<file path="config.mk">
export PLATFORM = sky130hd
export DESIGN_NAME = rgbw_pwm_engine
export DESIGN_NICKNAME = d
export VERILOG_FILES = /design/src/rtl/rgbw_pwm_engine.sv
export SDC_FILE = /design/constraint.sdc
export NUM_CORES = 1
export LEC_CHECK = 0
export CORE_UTILIZATION = 45
export CTS_CLUSTER_SIZE = 25
export DETAILED_ROUTE_END_ITERATION = 8
export GPL_TIMING_DRIVEN = 0
export PLACE_DENSITY = 0.68
export SLEW_MARGIN = 20
export SYNTH_ARGS = -nofsm -noshare
export SYNTH_HDL_FRONTEND = slang
export SYNTH_SLANG_ARGS = --single-unit
</file>
<file path="constraint.sdc">
create_clock -name clk -period 5.5 [get_ports clk]
set_input_delay 0.825 -clock clk [delete_from_list [all_inputs] [get_ports clk]]
set_output_delay 0.825 -clock clk [all_outputs]
set_load 0.01 [all_outputs]
</file>
<file path="src/rtl/rgbw_pwm_engine.sv">
// rgbw_pwm_engine: four-channel (R,G,B,W) PWM with double-buffered 8-bit duties, advancing on a prescaled tick.
// Optional feature macro RGBW_PWM_PHASE_STAGGER_EN offsets channel N's phase by N*PHASE_OFS ticks.
module rgbw_pwm_engine #(
    parameter int DUTY_W    = 8,
    parameter int PHASE_OFS = 64
) (
    input  logic              clk,
    input  logic              reset,
    input  logic              clk_half,
    input  logic              pwm_en,
    input  logic              duty_ld,
    input  logic [DUTY_W-1:0] duty0,
    input  logic [DUTY_W-1:0] duty1,
    input  logic [DUTY_W-1:0] duty2,
    input  logic [DUTY_W-1:0] duty3,
    output logic              d0,
    output logic              d1,
    output logic              d2,
    output logic              d3,
    output logic              upd_pending,
    output logic              period_strb
);

    localparam int                NUM_CH   = 4;
    localparam int                PERIOD   = (1 << DUTY_W) - 1;
    localparam logic [DUTY_W-1:0] CNT_LAST = DUTY_W'(PERIOD - 1);
    localparam logic [DUTY_W:0]   PERIOD_X = (DUTY_W + 1)'(PERIOD);
`ifdef RGBW_PWM_PHASE_STAGGER_EN
    localparam int                STAGGER  = 1;
`else
    localparam int                STAGGER  = 0;
`endif

    logic [DUTY_W-1:0] r_cnt;
    logic              r_restart;
    logic              r_pending;
    logic              r_strb;
    logic              w_tick;
    logic              w_boundary;
    logic [DUTY_W-1:0] w_duty_in [NUM_CH];
    logic [NUM_CH-1:0] w_pwm;

    assign w_duty_in[0] = duty0;
    assign w_duty_in[1] = duty1;
    assign w_duty_in[2] = duty2;
    assign w_duty_in[3] = duty3;

    // The first tick after (re)enable is treated as a wrap so pending duties apply immediately.
    assign w_tick     = clk_half & pwm_en;
    assign w_boundary = w_tick & (r_restart | (r_cnt == CNT_LAST));

    always_ff @(posedge clk) begin
        if (!reset) begin
            r_cnt     <= '0;
            r_restart <= 1'b0;
        end else if (!pwm_en) begin
            r_cnt     <= '0;
            r_restart <= 1'b1;
        end else if (w_boundary) begin
            r_cnt     <= '0;
            r_restart <= 1'b0;
        end else if (w_tick) begin
            r_cnt     <= r_cnt + DUTY_W'(1);
        end
    end

    // A load coinciding with the boundary bypasses the shadow, so pending never rises for it.
    always_ff @(posedge clk) begin
        if (!reset) begin
            r_pending <= 1'b0;
            r_strb    <= 1'b0;
        end else begin
            r_strb <= w_boundary;
            if (w_boundary) begin
                r_pending <= 1'b0;
            end else if (duty_ld) begin
                r_pending <= 1'b1;
            end
        end
    end

    genvar gi;
    generate
        for (gi = 0; gi < NUM_CH; gi++) begin : g_ch
            localparam int OFS = STAGGER * ((gi * PHASE_OFS) % PERIOD);

            logic [DUTY_W-1:0] r_shadow;
            logic [DUTY_W-1:0] r_active;
            logic              r_pwm;
            logic [DUTY_W:0]   w_sum;
            logic              w_wrap;
            logic [DUTY_W-1:0] w_phase;

            // (cnt + OFS) mod PERIOD: subtracting 2^W-1 equals dropping the carry and adding 1.
            assign w_sum   = {1'b0, r_cnt} + (DUTY_W + 1)'(OFS);
            assign w_wrap  = (w_sum >= PERIOD_X);
            assign w_phase = w_sum[DUTY_W-1:0] + DUTY_W'(w_wrap);

            always_ff @(posedge clk) begin
                if (!reset) begin
                    r_shadow <= '0;
                    r_active <= '0;
                    r_pwm    <= 1'b0;
                end else begin
                    if (duty_ld) begin
                        r_shadow <= w_duty_in[gi];
                    end
                    if (w_boundary && duty_ld) begin
                        r_active <= w_duty_in[gi];
                    end else if (w_boundary && r_pending) begin
                        r_active <= r_shadow;
                    end
                    r_pwm <= pwm_en & (w_phase < r_active);
                end
            end

            assign w_pwm[gi] = r_pwm;
        end
    endgenerate

    assign d0          = w_pwm[0];
    assign d1          = w_pwm[1];
    assign d2          = w_pwm[2];
    assign d3          = w_pwm[3];
    assign upd_pending = r_pending;
    assign period_strb = r_strb;

endmodule

</file>
* Word-level counts from Yosys, hierarchy flattened
Index checks and enable logic that the tools add are counted.
** Storage, ports and cells
- Register bits :: 79
- Input bits :: 37
** Operators by class
- Add/sub/neg operators :: 2
- Magnitude comparators :: 5
- Eq/ne operators :: 2
- Muxes and demuxes :: 10
- Bitwise logic cells :: 9
- Reductions and logical operators :: 5
** Operator list (count)
- $mux W8 :: 8
- $lt A8 B8 Y1 :: 4
- $add A8 B1 Y8 :: 1
- $add A8 B1 Y8 const B :: 1
- $eq A8 B8 Y1 const B :: 1
- $ge A8 B8 Y1 const B :: 1
- $and A1 B1 Y1 :: 6
- $reduce_or A3 Y1 :: 1
- $logic_and A1 B1 Y1 :: 2
- $mux W1 :: 2
- $ne A2 B1 Y1 const B :: 1
- $not A1 Y1 :: 2
- $reduce_bool A2 Y1 :: 1
- $reduce_or A2 Y1 :: 1
- $or A1 B1 Y1 :: 1

* Longest topological paths before layout
Gate-level depths: netlist of run 1.
- Depth in word-level cells :: 6
- Mapped depth :: 12
- Depth with buffers taken out :: 11

* Least setup slack after synthesis of run 1
OpenSTA, ideal clock, no wires.
- Path kind :: reg-to-reg
- Start :: register r_cnt[2]
- End :: register g_ch[3].r_pwm (netlist: d3)
- Setup time :: 0.074 ns
- Data arrival time :: 2.385 ns
- Required time :: 5.426 ns
- Slack :: 3.041 ns
- Cell stages (with the launch flop) :: 12
- Period minus slack after synthesis :: 2.459 ns
- Cell sequence :: dfxtp_1 > and2_1 > buf_6 > and4_2 > ha_1 > ha_1 > xor2_1 > ha_1 > a21oi_1 > o21ai_0 > a41o_1 > a31oi_1
** Between the ends
- Cells in the longest elaborated chain, start to end :: 4
** RTL lines
- start: declaration :: line 34 : logic [DUTY_W-1:0] r_cnt;
- start signal: assignment :: line 63 : r_cnt <= r_cnt + DUTY_W'(1);
- $ge A8 B8 Y1 :: line 96 : assign w_wrap = (w_sum >= PERIOD_X);
- $add A8 B1 Y8 * :: line 97 : assign w_phase = w_sum[DUTY_W-1:0] + DUTY_W'(w_wrap);
- $lt A8 B8 Y1 * :: line 113 : r_pwm <= pwm_en & (w_phase < r_active);
- $and A1 B1 Y1 * :: line 113
- end signal: assignment :: line 113
- end: declaration :: line 89 : logic r_pwm;
Every way passes the cells marked *; elsewhere a longest branch is shown, timed or not.
A chain may end at the register's enable or synchronous reset.

* Worst setup path in the final report of run 1
- Start :: register r_cnt[2]
- End :: register g_ch[2].r_pwm (netlist: d2)
** Between the ends
- Cells in the longest elaborated chain, start to end :: 4
** RTL lines (line)
- $ge A8 B8 Y1 :: 96
- $add A8 B1 Y8 * :: 97
- $lt A8 B8 Y1 * :: 113
- $and A1 B1 Y1 * :: 113
- end signal: assignment :: 113
- end: declaration :: 89
Marked as above.

==> results of run 1 <==
[worst paths after layout]
path | cells after the start | endpoint | from | slack [ns]
setup / recovery | 11 | d2 | r_cnt[2] | 2.52
hold / removal | 1 | g_ch[2].r_active[0] | g_ch[2].r_active[0] | 0.47
setup reg to reg | 11 | d2 | r_cnt[2] | 2.52
hold reg to reg | 1 | g_ch[2].r_active[0] | g_ch[2].r_active[0] | 0.47
[cell usage after synthesis (all sizes together), types with 3 or more instances]
library cell,number
nand3,8
nor2b,4
a41o,5
a22o,32
ha,32
nand4,6
xor2,6
buf,14
clkbuf,3
xnor2,7
a31oi,5
nor2,41
a21oi,10
dfxtp,79
mux2i,32
and2,3
o21ai,4
a211o,4
and3,3
inv,29
nand2,11
[where the power goes]
part | internal, uW | leakage [uW] | total [uW] | switching, uW
sequential | 592 | 0.000644 | 599 | 7.11
clock | 252 | 0.000105 | 456 | 204
combinational | 57.6 | 0.00105 | 107 | 49.1
total | 901 | 0.00180 | 1160 | 260
[metal layers]
metal  wire length (um)  vias up
li1                   -     1315
met1               3409     1186
met2               3245       47
met3                281        8
met4                 76        0
met5                  0        -
[registers in the layout, summed over array words and instances, names as in the netlist]
register       count
d0                 1
d1                 1
d2                 1
d3                 1
g_ch.r_active     32
g_ch.r_shadow     32
period_strb        1
r_cnt              8
r_restart          1
upd_pending        1
[cells in the final DEF (no fill, tap or decap), drive strengths merged, types with 5 or more instances in the layout]
| master | Yosys | final |
|---|---|---|
| nand2 | 11 | 11 |
| ha | 32 | 32 |
| xor2 | 6 | 6 |
| nand4 | 6 | 6 |
| mux2i | 32 | 32 |
| a22o | 32 | 32 |
| nor2 | 41 | 41 |
| nand3 | 8 | 8 |
| clkdlybuf4s50 | 0 | 41 |
| dfxtp | 79 | 79 |
| xnor2 | 7 | 7 |
| a41o | 5 | 5 |
| clkbuf | 3 | 12 |
| a21oi | 10 | 10 |
| inv | 29 | 29 |
| buf | 14 | 14 |
| a31oi | 5 | 5 |
[kinds of logic (layout without fill, tap and decap cells)]
logic type	count (synthesis)	count (layout)
DFF	79	79
muxes	32	32
xor gates and xnor gates	13	13
buffers and inverters	47	103
and+or+nand+nor	79	79
adders and majority gates	32	32
AOI/OAI and AO/OA	62	62
[layout make-up]
cell class / instances / area [um^2] / area share [%]
clock inverters: 6 / 86.33 / 2.016
multi-input cells: 218 / 1715 / 40.06
plain buffers: 17 / 127.6 / 2.981
inverters: 30 / 112.6 / 2.630
well taps: 99 / 123.9 / 2.893
clock buffers: 9 / 123.9 / 2.893
repair buffers: 41 / 410.4 / 9.585
flip-flops and latches: 79 / 1582 / 36.94
[per-stage QoR]
stage / util (%) / cell area [um^2] / instances
after global placement: 54.96 / 4071 / 484
final: 57.79 / 4282 / 499
after global routing: 57.79 / 4282 / 499
after detailed placement: 54.96 / 4071 / 484
after floorplan: - / 3537 / 344
after CTS: 57.79 / 4282 / 499
==> flow_metrics.py, run 1 <==
metrics = {
    "cells_and_area": {
        "fill_cells": 655,
        "antenna_cells": 0,
        "fin_nets": 465,
        "area_growth_pct": 21.05,
        "drive_gt1_share_pct": 9.750,
    },
    "floorplan": {
        "die_x_um": 90.66,
        "coreArea_um2": 7408,
        "dieHeight_um": 90.66,
        "floorplan.rows": 31,
        "die_area_um2": 8219,
        "ios": 43,
        "start_util_pct": 47.75,
    },
    "clocking": {
        "cts_setup_buffers": 0,
        "htreeDepth": 3,
        "cts_resized": 0,
        "numClockSinks": 79,
        "cts_buffers": 9,
        "cts_root_buf": "clkbuf_8",
        "clkTransAtPathRegs_ns": 0.08,
        "clk_latency_ns": 0.35,
        "clockBufferDepth": 2,
        "postCtsHoldBufs": 0,
        "cts_tree": "done",
    },
    "synthesis": {
        "synthAdderAreaFrac_pct": 11.32,
        "postSynthCellCount": 344,
        "syn-cell-area_um2": 3537,
        "yosysTopAreaCellShare_pct": 44.71,
        "ys_types": 34,
        "synth_nets": 413,
        "yosys_warnings": 0,
        "muxShareOfSynthArea_pct": 9.056,
        "ys_seq_area_share_pct": 44.71,
        "synth_compound_area_share_pct": 14.47,
        "synth-xor-area-share_pct": 3.219,
        "synth-edff-count": 0,
        "ys_seq_elements": 79,
        "synth_top_family_by_area": "compound AO/OA/AOI/OAI gates",
        "ys_async_sr_fraction_pct": 0,
        "synth_top_flop_cell": "dfxtp_1",
        "avgSynthCellArea_um2": 10.28,
        "netlist_top_cells_area": "dfxtp_1 45%, ha_1 11%, mux2i_1 9.1%",
        "yosysTopAreaCell": "dfxtp_1",
        "synth-simple-area-share_pct": 10.44,
    },
    "grt": {
        "grt_use_met3_pct": 4.882,
        "grt_pass1_wl_um": 11610,
        "grt_max_degree": 14,
        "grt_use_met2_pct": 29.67,
        "grt.overflow.total": 0,
        "grt_usage_pct": 18.24,
        "antenna_found_initial": 0,
        "grt_pass1_vias": 2441,
        "grt_busiest_layer": "met2",
        "grt_use_met1_pct": 23.33,
    },
    "route": {
        "first_pass_iters": 4,
        "vias_per_cell": 5.122,
        "drt_wl_total_um": 7012,
        "drtIter0Drc": 115,
        "detail-route-antenna-nets": 0,
        "routed-via-count": 2556,
        "wire_per_inst_um": 14.05,
        "drc": 0,
    },
    "sta": {
        "hold_slack_ns": 0.4743,
        "worst_pin_slew_ns": 0.5899,
        "period_minus_slack_ns": 2.980,
        "rsz0062_at_grt": "false",
        "finalSetupViolCount": 0,
        "relSlewSlack_pct": 60.39,
        "finClkSkew_ns": 0.006918,
        "setup_tns_ns": 0,
        "fmax_ghz": 0.3355,
        "drv_slew": 0,
        "setup_slack_ns": 2.520,
        "hold_violations": 0,
        "min_period_over_period_pct": 54.19,
    },
    "power_and_ir_drop": {
        "irDropWorstVdd_uv": 186.3,
        "power_uw": 1161,
        "leakage_uw": 0.001802,
        "powerDensity_nw_per_um2": 271.3,
    },
    "run": {
        "drv_cap": 0,
    },
    "setup_path": {
        "crit_top_cell": "ha_1",
        "worstSetupPathType": "reg2reg",
        "max_stage_delay_ns": 0.46,
        "cp_slowest_cell": "xor2_1",
        "crit_required_ns": 5.75,
        "path_cells": "and2_1 > buf_6 > and4_2 > ha_1 > ha_1 > xor2_1 > ha_1 > a21oi_1 > o21ai_0 > a41o_1 > a31oi_1",
        "cp-start-kind": "flip-flop",
        "cp-end-kind": "flip-flop",
        "critical_path.top_delay_family": "adder cells",
        "worstPathBufferInverterCount": 1,
        "cp_max_fo": 9,
        "worstPathArrival_ns": 3.23,
    },
    "placed_design": {
        "dp_hpwl_um": 5057,
        "port_buffers": 41,
        "routabilityCongestion": 0.8123,
        "pre_cts_slack_ns": 2.535,
    },
    "run_status": {
        "status": "finished, final reports clean",
    },
    "worst_hold_path": {
        "hp-class": "reg2reg",
    },
}
(Power assumes the default switching activity.)
==> run 2: changes to the inputs <==
--- a/config.mk
+++ b/config.mk
@@ -9,7 +9,7 @@
 export CTS_CLUSTER_SIZE = 25
 export DETAILED_ROUTE_END_ITERATION = 8
 export GPL_TIMING_DRIVEN = 0
-export PLACE_DENSITY = 0.68
+export PLACE_DENSITY = 0.7
 export SLEW_MARGIN = 20
 export SYNTH_ARGS = -nofsm -noshare
 export SYNTH_HDL_FRONTEND = slang
==> constraint.sdc (replaced) <==
create_clock -name clk -period 2.7 [get_ports clk]
set_input_delay 0.405 -clock clk [delete_from_list [all_inputs] [get_ports clk]]
set_output_delay 0.405 -clock clk [all_outputs]
set_load 0.01 [all_outputs]
==> run 2 against run 1 <==
  * Cell count up 0.80%
  * Sequential power is 100% higher
  * Clock skew rose by 0.0030 ns
  * Critical path type unchanged
  * Cell area is 3.9% higher
  * Largest power group unchanged
  * Largest cell class unchanged
  * Global-route usage shrank 0.27 points
  * Routed wire length is 1.1% higher
  * Worst setup slack worse by 2.4 ns
  * Utilization rose by 2.3 points
==> flow_metrics.py, run 2 (synthesis gave the netlist of run 1 again) <==
metrics = {
    "run_status": {
        "status": "finished, final reports clean",
    },
    "floorplan": {
        "start_util_pct": 47.75,
        "dieHeight_um": 90.66,
        "floorplan.rows": 31,
        "coreArea_um2": 7408,
        "die_area_um2": 8219,
        "die_x_um": 90.66,
        "ios": 43,
    },
    "grt": {
        "grt_usage_pct": 17.96,
        "grt_max_degree": 13,
        "grt_pass1_wl_um": 11590,
        "antenna_found_initial": 0,
        "grt_pass1_vias": 2441,
        "grt.overflow.total": 0,
    },
    "clocking": {
        "cts_buffers": 9,
        "clkTransAtPathRegs_ns": 0.08,
        "htreeDepth": 3,
        "clockBufferDepth": 2,
        "numClockSinks": 79,
        "cts_root_buf": "clkbuf_8",
        "cts_tree": "done",
        "clk_latency_ns": 0.35,
    },
    "power_and_ir_drop": {
        "seq_power_share_pct": 52.5,
        "p_clk_share_pct": 38.1,
        "irDropWorstVdd_uv": 434.2,
        "leakage_uw": 0.001848,
        "switchingPower_uw": 526.5,
        "swShare_pct": 22.68,
        "powerDensity_nw_per_um2": 521.7,
        "intPower_uw": 1795,
        "comb_power_share_pct": 9.4,
    },
    "placed_design": {
        "pre_cts_slack_ns": -0.3700,
        "place_area_um2": 4071,
        "dp_cells": 484,
        "port_buffers": 41,
        "routabilityCongestion": 0.8625,
        "dp_hpwl_um": 5059,
    },
    "cells_and_area": {
        "design_area_um2": 4449,
        "fin_nets": 469,
        "area_growth_pct": 25.79,
        "layout_common_cells": "75 x dfxtp_1, 41 x nor2_1, 41 x clkdlybuf4s50_1, 32 x mux2i_1, 30 x a22o_1",
        "final_common_cell": "dfxtp_1",
        "reg_top3": "g_ch.r_active: 32 flops, g_ch.r_shadow: 32 flops, r_cnt: 8 flops",
        "fin_cells": 503,
        "drive_gt1_share_pct": 14.11,
        "antenna_cells": 0,
    },
    "sta": {
        "rsz0062_at_grt": "false",
        "finClkSkew_ns": 0.009881,
        "drv_slew": 0,
        "finalSetupViolCount": 0,
        "hold_violations": 0,
        "period_minus_slack_ns": 2.584,
        "relSlewSlack_pct": 61.22,
        "setup_tns_ns": 0,
        "min_period_over_period_pct": 95.71,
        "fmax_ghz": 0.3870,
        "worst_pin_slew_ns": 0.5775,
        "setup_slack_ns": 0.1158,
    },
    "route": {
        "drc": 0,
        "routed-via-count": 2544,
        "drtIter0Drc": 81,
        "detail-route-antenna-nets": 0,
        "wire_per_inst_um": 14.09,
        "drt_wl_total_um": 7087,
        "first_pass_iters": 4,
        "vias_per_cell": 5.058,
    },
    "setup_path": {
        "cp_max_fo": 9,
        "rrSetupSlack_ns": 0.12,
        "reg2reg_from": "r_cnt[2]",
        "cp_slowest_cell": "dfxtp_4",
        "worstSetupPathType": "reg2reg",
        "worstPathArrival_ns": 2.86,
        "rr_endpoint": "d3",
        "r2r_cells": 12,
        "max_stage_delay_ns": 0.41,
        "crit_required_ns": 2.97,
        "cp-start-kind": "flip-flop",
        "cp-end-kind": "flip-flop",
        "path_cells": "and2_1 > buf_6 > and4_2 > ha_4 > nand4_1 > xnor2_2 > buf_4 > ha_1 > a21oi_1 > nand2_1 > a41o_1 > a31oi_1",
    },
    "run": {
        "drv_cap": 0,
    },
    "worst_hold_path": {
        "min_to": "g_ch[1].r_shadow[1]",
        "hp-class": "in2reg",
        "hold_depth": 3,
        "worstHoldStart": "duty_ld",
    },
}
## run 2: cell count changes in the layout (fill, tap and decap cells not counted), sizes merged
cell / before / now
buf: 14 / 18
clkbuf: 12 / 15
clkinv: 4 / 2
bufinv: 2 / 1
## run 2: layer usage
layer  vias to the layer above  global-route usage (%)  share of wire [%]
met5                         -                       0                  0
met4                         0                   6.452                2.2
met3                        12                   3.704                5.1
met2                        56                   29.23                 45
met1                      1161                   23.45                 47
li1                       1315                       -                  -
## run 2: timing repair
item / in CTS / in global routing
endpoints found under the hold margin: 0 / 0
endpoints found under the setup margin: 4 / 4
setup buffers: 2 / 2
pin swaps: 1 / 1
resized for setup: 13 / 9
hold buffers: 0 / 0
## run 2: worst max path at each step
stage | start | end | cells after the start
after floorplan | r_cnt[2] | d3 | 11
after global placement | r_cnt[2] | d3 | 11
after detailed placement | r_cnt[2] | d3 | 11
after CTS | r_cnt[4] | d2 | 11
after global routing | r_cnt[4] | d2 | 12
final | r_cnt[2] | d3 | 12
## run 2: power by group through the flow
stage / clock network, uW / logic [uW] / registers [uW]
global route: 952 / 241 / 1220
CTS: 895 / 220 / 1220
finish: 884 / 219 / 1220
global placement: 0 / 214 / 1250
detailed placement: 0 / 218 / 1250
floorplan: 0 / 126 / 1240
## run 2: final cells by class
type                       instances  area [um^2]
sequential                        79         1589
multi-input combinational        218         1839
inverter                          30        112.6
clock buffer                      12        155.1
tap                               99        123.9
clock inverter                     3        42.54
buffer                            17        133.9
timing repair buffer              45        452.9
fill                             644         2959
## run 2: critical path: cells and delay by family, from the launching register on
family	cells	cell delay [ns]
and+or+nand+nor	4	0.61
AOI/OAI and AO/OA	3	0.56
adders and majority gates	2	0.46
DFF	1	0.41
buffers and inverters	2	0.28
xor gates and xnor gates	1	0.19
## run 2: through the flow
step,hold slack (ns),power [uW],utilization [%]
3_5_place_dp,0.4581,1465,54.96
2_1_floorplan,0.4403,1370,-
5_1_grt,0.3979,2416,60.06
4_1_cts,0.3798,2334,58.82
3_3_place_gp,0.4531,1460,54.96
6_report,0.3943,2321,60.06
==> run 3: changes to the inputs <==
--- a/config.mk
+++ b/config.mk
@@ -5,11 +5,13 @@
 export SDC_FILE = /design/constraint.sdc
 export NUM_CORES = 1
 export LEC_CHECK = 0
-export CORE_UTILIZATION = 45
+export CORE_MARGIN = 2
+export CORE_UTILIZATION = 39
 export CTS_CLUSTER_SIZE = 25
 export DETAILED_ROUTE_END_ITERATION = 8
 export GPL_TIMING_DRIVEN = 0
-export PLACE_DENSITY = 0.7
+export PLACE_DENSITY = 0.63
+export SKIP_LAST_GASP = 1
 export SLEW_MARGIN = 20
 export SYNTH_ARGS = -nofsm -noshare
 export SYNTH_HDL_FRONTEND = slang
==> run 3 against run 2 <==
  * Flip-flop and latch count did not move
  * Die area rose by 20%
  * Global-route usage fell by 1.0 points
  * First-iteration DRC count fell by 11%
  * Cell count rose by 2.2%
  * Cell area rose by 1.0%
  * Sequential share of layout area fell by 0.26 points
  * Non-clock buffer count rose by 1
  * Utilization fell by 8.8 points
==> flow_metrics.py, run 3 (synthesis gave the netlist of run 1 again) <==
metrics = {
    "clocking": {
        "clk_latency_ns": 0.35,
        "cts_tree": "done",
        "postCtsHoldBufs": 0,
        "clkTransAtPathRegs_ns": 0.08,
        "numClockSinks": 79,
        "cts_buffers": 9,
        "htreeDepth": 3,
        "cts_root_buf": "clkbuf_8",
        "clockBufferDepth": 2,
    },
    "grt": {
        "grt_usage_pct": 16.95,
        "grt_pass1_wl_um": 13010,
        "grt.overflow.total": 0,
        "antenna_found_initial": 0,
        "grt_max_degree": 14,
        "grt_pass1_vias": 2645,
    },
    "run_status": {
        "status": "finished, final reports clean",
    },
    "route": {
        "vias_per_cell": 5.051,
        "drtIter0Drc": 72,
        "detail-route-antenna-nets": 0,
        "wire_per_inst_um": 14.98,
        "first_pass_iters": 5,
        "routed-via-count": 2596,
        "drt_wl_total_um": 7698,
        "drc": 0,
    },
    "cells_and_area": {
        "final_common_cell": "dfxtp_1",
        "layout_common_cells": "73 x dfxtp_1, 41 x nor2_1, 41 x clkdlybuf4s50_1, 32 x mux2i_1, 30 x a22o_1",
        "fin_nets": 470,
        "reg_top3": "g_ch.r_active: 32 flops, g_ch.r_shadow: 32 flops, r_cnt: 8 flops",
        "design_area_um2": 4496,
        "antenna_cells": 0,
        "area_growth_pct": 27.10,
        "fin_util_pct": 51.30,
        "drive_gt1_share_pct": 14.78,
        "fill_cells": 806,
    },
    "setup_path": {
        "rr_endpoint": "d0",
        "cp-start-kind": "flip-flop",
        "worstPathArrival_ns": 2.87,
        "cp_slowest_cell": "dfxtp_2",
        "cp_max_fo": 5,
        "path_cells": "and3_4 > and4_2 > ha_4 > nand4_1 > xnor2_2 > buf_4 > ha_1 > a21oi_1 > nand2_1 > a41o_1 > a31oi_1",
        "crit_required_ns": 2.98,
        "max_stage_delay_ns": 0.42,
        "worstSetupPathType": "reg2reg",
        "rrSetupSlack_ns": 0.11,
        "cp-end-kind": "flip-flop",
        "reg2reg_from": "r_cnt[5]",
        "r2r_cells": 11,
    },
    "sta": {
        "fmax_ghz": 0.3858,
        "hold_violations": 0,
        "drv_slew": 0,
        "hold_slack_ns": 0.3917,
        "rsz0062_at_grt": "false",
        "relSlewSlack_pct": 59.40,
        "setup_tns_ns": 0,
        "worst_pin_slew_ns": 0.6047,
        "min_period_over_period_pct": 96.01,
        "finClkSkew_ns": 0.01278,
        "period_minus_slack_ns": 2.592,
        "finalSetupViolCount": 0,
    },
    "worst_hold_path": {
        "worstHoldStart": "duty_ld",
        "hp-class": "in2reg",
        "min_to": "g_ch[1].r_shadow[0]",
        "hold_depth": 3,
    },
    "floorplan": {
        "coreArea_um2": 8763,
        "die_x_um": 99.24,
        "ios": 43,
        "floorplan.rows": 34,
        "die_area_um2": 9848,
        "start_util_pct": 40.36,
        "dieHeight_um": 99.24,
    },
    "power_and_ir_drop": {
        "powerDensity_nw_per_um2": 564.3,
        "leakage_uw": 0.001892,
        "irDropWorstVdd_uv": 279.2,
    },
    "placed_design": {
        "routabilityCongestion": 0.8443,
        "dp_hpwl_um": 5268,
        "place_area_um2": 4083,
        "port_buffers": 41,
    },
    "run": {
        "drv_cap": 0,
    },
}
==> run 3: changes by cell type in the layout (fill, tap and decap cells not counted), moves of 2 or more <==
cell,previous run,this run
buf_4,5,7
bufinv_16,1,3
dfxtp_1,75,73
ha_1,27,29
ha_4,5,3
==> run 3: how the worst max path moves through the flow <==
stage | startpoint | to | slack, ns | cells after the start
CTS | r_cnt[4] | d3 | 0.02 | 12
detailed placement | r_cnt[2] | d3 | -0.32 | 11
global route | r_cnt[4] | d2 | 0.002 | 12
global placement | r_cnt[2] | d2 | -0.27 | 11
finish | r_cnt[5] | d0 | 0.11 | 11
floorplan | r_cnt[2] | d3 | 0.24 | 11
==> run 3: through the flow <==
step                instances  power, uW  setup slack, ns
floorplan                 344       1370           0.2407
global placement          493       1462          -0.2674
detailed placement        493       1467          -0.3194
CTS                       511       2554          0.01701
global route              514       2644         0.002050
finish                    514       2537           0.1077
==> run 3: routing by layer <==
layer / global-route usage, % / up-vias / part of all wire [%]
met5: 0 / - / 0
met2: 27.75 / 54 / 46
li1: - / 1318 / -
met4: 5.374 / 0 / 0.99
met1: 22.12 / 1218 / 49
met3: 4.076 / 6 / 3.6
==> run 3: repair_timing <==
item                                   in CTS  in global routing
gates cloned                                0                  0
buffers inserted                            2                  3
setup endpoints to repair                   4                  4
endpoints found under the hold margin       0                  0
resized for setup                          15                  8
pin swaps                                   2                  4
==> run 3: final cells by class <==
cell class                 instances  area, um^2  area share, %
multi-input combinational        218        1817          40.41
timing repair buffer              46       447.9          9.964
tap                              108       135.1          3.006
sequential                        79        1594          35.46
inverter                          30       112.6          2.505
buffer                            17       133.9          2.978
clock buffer                      11       151.4          3.368
clock inverter                     5       103.9          2.310
==> run 3: critical path: cells and delay by family, from the launching register on <==
kind                       cells  cell delay [ns]
adders and majority gates      2             0.48
xor gates and xnor gates       1             0.19
AOI/OAI and AO/OA              3             0.51
DFF                            1             0.42
buffers and inverters          1             0.17
and+or+nand+nor                4             0.76
==> run 3: power by group <==
part / internal (uW) / switching [uW]
clock network: 665 / 432
logic: 119 / 103
registers: 1200 / 14.6
total: 1990 / 550
